### src/rtl/btr_pkg.sv
// btr_pkg: shared FSM state type, default word width and the combinational bit-reverse helper.
package btr_pkg;

    typedef enum logic [1:0] {IDLE, SHIFT, DONE} state_t;

    localparam int WIDTH_DEFAULT = 16;

    function automatic logic [WIDTH_DEFAULT-1:0] btr_f(input logic [WIDTH_DEFAULT-1:0] w);
        for (int i = 0; i < WIDTH_DEFAULT; i++) btr_f[i] = w[WIDTH_DEFAULT-1-i];
    endfunction

endpackage

### src/rtl/btr_place.sv
// btr_place: drops beat c at stream offset c*B, mapped to word[k] (rev) or word[WIDTH-1-k] (natural).
module btr_place #(
    parameter int WIDTH = 16,
    parameter int B     = 1,
    parameter int CW    = 5
) (
    input  logic [B-1:0]     i_bits,
    input  logic [CW-1:0]    i_cnt,
    input  logic             i_rev,
    output logic [WIDTH-1:0] o_val
);
    localparam int IW = (WIDTH > 1) ? $clog2(WIDTH) : 1;

    logic [IW-1:0] w_idx;
    int            w_k;

    always_comb begin
        o_val = '0;
        w_idx = '0;
        w_k   = 0;
        for (int j = 0; j < B; j++) begin
            w_k = int'(i_cnt) * B + j;
            if (w_k < WIDTH) begin
                w_idx        = i_rev ? IW'(w_k) : IW'(WIDTH - 1 - w_k);
                o_val[w_idx] = i_bits[j];
            end
        end
    end

endmodule

### src/rtl/btr_deser.sv
// btr_deser: assembles B-bit stream beats into one WIDTH-bit word, natural or bit-reversed, with valid/ready output.
module btr_deser
    import btr_pkg::*;
#(
    parameter int WIDTH = WIDTH_DEFAULT,
    parameter int B     = 1
) (
    input  logic             clk,
    input  logic             rst_n,
    input  logic             in_valid,
    output logic             in_ready,
    input  logic [B-1:0]     in_bits,
    input  logic             rev,
    input  logic             abort,
    output logic             out_valid,
    input  logic             out_ready,
    output logic [WIDTH-1:0] out_word,
    output logic             busy
);
    localparam int NB = WIDTH / B;
    localparam int CW = $clog2(NB + 1);

    state_t           r_state, w_next;
    logic [CW-1:0]    r_cnt;
    logic [WIDTH-1:0] r_acc, r_out, w_val, w_acc_next;
    logic             r_rev_q, w_rev, w_beat, w_last, w_flush;

    assign in_ready  = (r_state != DONE);
    assign out_valid = (r_state == DONE);
    assign busy      = (r_state == SHIFT);
    assign out_word  = r_out;

    assign w_flush    = (r_state == SHIFT) && abort;
    assign w_beat     = in_valid && in_ready && !w_flush;
    assign w_last     = (r_cnt == CW'(NB - 1));
    // The first beat must be placed with the incoming rev, before rev_q is latched.
    assign w_rev      = (r_state == IDLE) ? rev : r_rev_q;
    assign w_acc_next = ((r_state == IDLE) ? '0 : r_acc) | w_val;

    btr_place #(.WIDTH(WIDTH), .B(B), .CW(CW)) u_place (
        .i_bits (in_bits),
        .i_cnt  (r_cnt),
        .i_rev  (w_rev),
        .o_val  (w_val)
    );

    always_comb begin
        w_next = r_state;
        case (r_state)
            IDLE:    w_next = w_beat ? (w_last ? DONE : SHIFT) : IDLE;
            SHIFT:   w_next = w_flush ? IDLE : ((w_beat && w_last) ? DONE : SHIFT);
            DONE:    w_next = out_ready ? IDLE : DONE;
            default: w_next = IDLE;
        endcase
    end

    always_ff @(posedge clk or negedge rst_n) begin
        if (!rst_n) begin
            r_state <= IDLE;
            r_cnt   <= '0;
            r_acc   <= '0;
            r_out   <= '0;
            r_rev_q <= 1'b0;
        end else begin
            r_state <= w_next;
            if (w_flush || (r_state == DONE && out_ready)) begin
                r_cnt <= '0;
                r_acc <= '0;
            end else if (w_beat) begin
                r_cnt <= r_cnt + 1'b1;
                r_acc <= w_acc_next;
                if (r_state == IDLE) r_rev_q <= rev;
                if (w_last) r_out <= w_acc_next;
            end
        end
    end

endmodule

### config.mk
export PLATFORM = sky130hd
export DESIGN_NAME = btr_deser
export DESIGN_NICKNAME = d
export VERILOG_FILES = /design/src/rtl/btr_pkg.sv /design/src/rtl/btr_place.sv /design/src/rtl/btr_deser.sv
export SDC_FILE = /design/constraint.sdc
export NUM_CORES = 1
export LEC_CHECK = 0
export ABC_AREA = 0
export BUFFER_PORTS_ARGS = -buffer_cell sky130_fd_sc_hd__buf_2
export CAP_MARGIN = 5
export CORE_ASPECT_RATIO = 1.1
export CORE_MARGIN = 4
export CORE_UTILIZATION = 38
export DETAILED_ROUTE_END_ITERATION = 12
export PLACE_DENSITY_LB_ADDON = 0.1
export SLEW_MARGIN = 30
export SYNTH_ARGS = -nofsm -noshare
export SYNTH_HDL_FRONTEND = slang
export SYNTH_HIERARCHICAL = 1
export SYNTH_SLANG_ARGS = --single-unit
### constraint.sdc
create_clock -name clk -period 2.8 [get_ports clk]
set_input_delay 0.28 -clock clk [delete_from_list [all_inputs] [get_ports clk]]
set_output_delay 0.28 -clock clk [all_outputs]
set_load 0.01 [all_outputs]
==> results_dict.tcl <==
set metrics [dict create \
    status "completed" \
    cts.path.max_buffers 2 \
    combPwrFrac_pct 16.3 \
    clkTransAtPathRegs_ns 0.08 \
    synth_top_cells_by_area "dfrtp_1 (41%), mux2i_1 (7.5%), inv_1 (5.7%)" \
    tns_ns 0 \
    place_hpwl_mm 3.65 \
    cp-end-kind "register" \
    ys_warn_count 6 \
    clkPwrFrac_pct 35.2 \
    synth_xor_area_share_pct 0 \
    setup_viol 0 \
    p_switching_uw 396 \
    worstHoldPathType "in2reg" \
    ys.flop_type "dfrtp_1" \
    cts-root-buf "clkbuf_8" \
    drt_wl_total_mm 5.42 \
    multi_input_area_um2 1130 \
    vias_per_cell 5.32 \
    yosys-mux-area-fraction_pct 8.39 \
    path_max_fanout 11 \
    synth-async-reset-ratio_pct 100 \
    die_area_um2 7700 \
    finalHoldViolations 0 \
    clock_sinks 40 \
    port_buffers 25 \
    synth_top_cell_by_area "dfrtp_1" \
    min_period_ns 2.40 \
    worst_slew_pin_slew_ns 0.561 \
    drive_gt1_share_pct 17.3 \
    fp.dieW_um 84.0 \
    io_pins 26 \
    cp.buffers_inverters 0 \
    slowest_stage "dfrtp_1" \
    p_seq_share_pct 48.5 \
    syn2layout_area_growth_pct 9.79 \
    grtUsageMet1_pct 21.4 \
    grt_pass1_wl_mm 9.49 \
    core_area_um2 6160 \
    synth_fa_ha_area_share_pct 1.04 \
    vias 1901 \
    finalWorstSetupSlack_ns 0.405 \
    use_met3_pct 2.96 \
    rows 30 \
    drt_pass1_iterations 4 \
    fp.dieH_um 91.6 \
    grt_pass1_vias 1836 \
    slew_violations 0 \
    gp_congestion 0.771 \
    pwr_density_cell_nw_per_um2 506 \
    synth-compound-area-share_pct 17.3 \
    fin_skew_ns 0.00460 \
    period_share_pct 85.5 \
    overflow 0 \
    drc 0 \
    clk_latency_ns 0.29 \
    syn-num-nets 271 \
    slowest_delay_ns 0.55 \
    crit_chain "or2_1 > mux2_2 > and3_1 > a22oi_1 > nor2_1 > or3b_2 > a21oi_1 > nor3_1" \
    initial_core_util_pct 39.2 \
    syn-cell-area_um2 2420 \
    synth_cell_types 40 \
    pre_cts_ws_ns 0.420 \
    antenna_left 0 \
    cts-htree-levels 2 \
    sw_frac_of_total_pct 29.5 \
    max_slew_margin_pct 62.5 \
    p_int_uw 946 \
    routedWlPerCell_um 15.2 \
    antenna_found_initial 0 \
    synth.avg_cell_area_um2 9.22 \
    synth_seq_cells 40 \
    first_iter_violations 116 \
    grtUsageMet2_pct 23.5 \
    synth.top_cell.area_share_pct 41.4 \
    nets 285 \
    ff_latch_area_um2 1000 \
    critPathKind "reg2reg" \
    ys_seq_area_share_pct 41.4 \
    syn_inst 262 \
    synth_top_family_by_area "simple AND/OR/NAND/NOR gates" \
    maxCapViolations 0 \
    grt_usage_pct 15.1 \
    n_antenna_cell 0 \
    critPathLaunchType "register" \
    post-synth-top-count-cell "dfrtp_1" \
    synthTopCellsByCount "dfrtp_1 (40), inv_1 (37), a21oi_1 (20)" \
    cp_top_family "simple AND/OR/NAND/NOR gates" \
    cts_made_buffers 5 \
    fill_cells 643 \
    cts_tree "built" \
    arrival_ns 2.57 \
    cts_setup_buffers 0 \
    p_leak_uw 0.00113 \
    synth_edf_count 0 \
    synthSimpleGateAreaFrac_pct 20.0 \
    grt_start_max_net_pins 41 \
    ir_drop_mv 0.302 \
    required_ns 2.98 \
    rsz0062_at_grt "false" \
    busiest_layer "met2" \
    fmax_mhz 417 \
]
registers in the layout (all words and copies together) (netlist names):
signal	cells
out_word	16
r_acc	16
r_cnt	5
r_state	2
r_rev_q	1
timing repair:
action,in CTS,in global routing
hold endpoints to repair,0,16
hold buffers,0,1
gates resized for setup,0,0
path summary, 6_finish.rpt:
kind / start / end / slack [ns] / cells after the start
worst max-delay path: r_state[0] / r_acc[15] / 0.40 / 8
worst min-delay path: out_ready / r_state[1] / 0.19 / 2
worst max register to register: r_state[0] / r_acc[15] / 0.40 / 8
worst min register to register: out_word[4] / out_word[4] / 0.51 / 2
max in group asynchronous: rst_n / r_cnt[3] / 1.94 / 2
min in group asynchronous: rst_n / out_word[2] / 0.51 / 2
cell usage in the layout (no fill, tap or decap), types with 4 or more instances in the layout:
cell type  netlist  final
a21oi_1         20     20
a22oi_1         14     14
and3_1           4      4
and3b_1          5      5
buf_2           12     24
buf_4            1      6
clkbuf_8         0      5
dfrtp_1         40     40
inv_1           37     37
mux2i_1         18     18
nand2_1         17     17
nand4_1         16     16
nor2_1          17     17
nor2b_1          5      5
o221ai_1        15     15
logic make-up (layout without fill, tap and decap cells):
logic type                 after synthesis  count (layout)
AOI/OAI and AO/OA                       59              59
adders and majority gates                2               2
buffers and inverters                   61              76
DFF                                     40              40
muxes                                   20              20
and+or+nand+nor                         80              80
cell type report:
| type | instances | share of cell area, % |
|---|---|---|
| multi-input cells | 161 | 42.6 |
| flip-flops and latches | 40 | 37.7 |
| repair buffers | 31 | 6.60 |
| inverters | 37 | 5.24 |
| well taps | 80 | 3.77 |
| clock buffers | 6 | 2.74 |
| clock inverters | 2 | 1.32 |
routing by layer:
| layer | wire [µm] | up-vias |
|---|---|---|
| met5 | 0 | - |
| met4 | 42 | 0 |
| met3 | 174 | 4 |
| met2 | 2520 | 37 |
| met1 | 2690 | 896 |
| li1 | - | 964 |
power groups by stage:
stage | Clock, µW | Combinational (µW) | Sequential [µW]
after floorplan | 0 | 186 | 635
after global placement | 0 | 218 | 661
after detailed placement | 0 | 221 | 661
after CTS | 492 | 221 | 650
after global routing | 526 | 251 | 656
final | 473 | 218 | 650
through the flow:
stage	power [µW]	hold slack [ns]	area, µm²	util (%)	cells
6_report	1340	0.190	2650	43.1	357
5_1_grt	1430	0.189	2650	43.1	357
3_5_place_dp	882	0.491	2530	41.1	348
4_1_cts	1360	0.168	2640	42.9	356
2_1_floorplan	821	-0.0156	2420	-	262
3_3_place_gp	879	0.483	2530	41.1	348
Power figures use the tool's default switching activity.
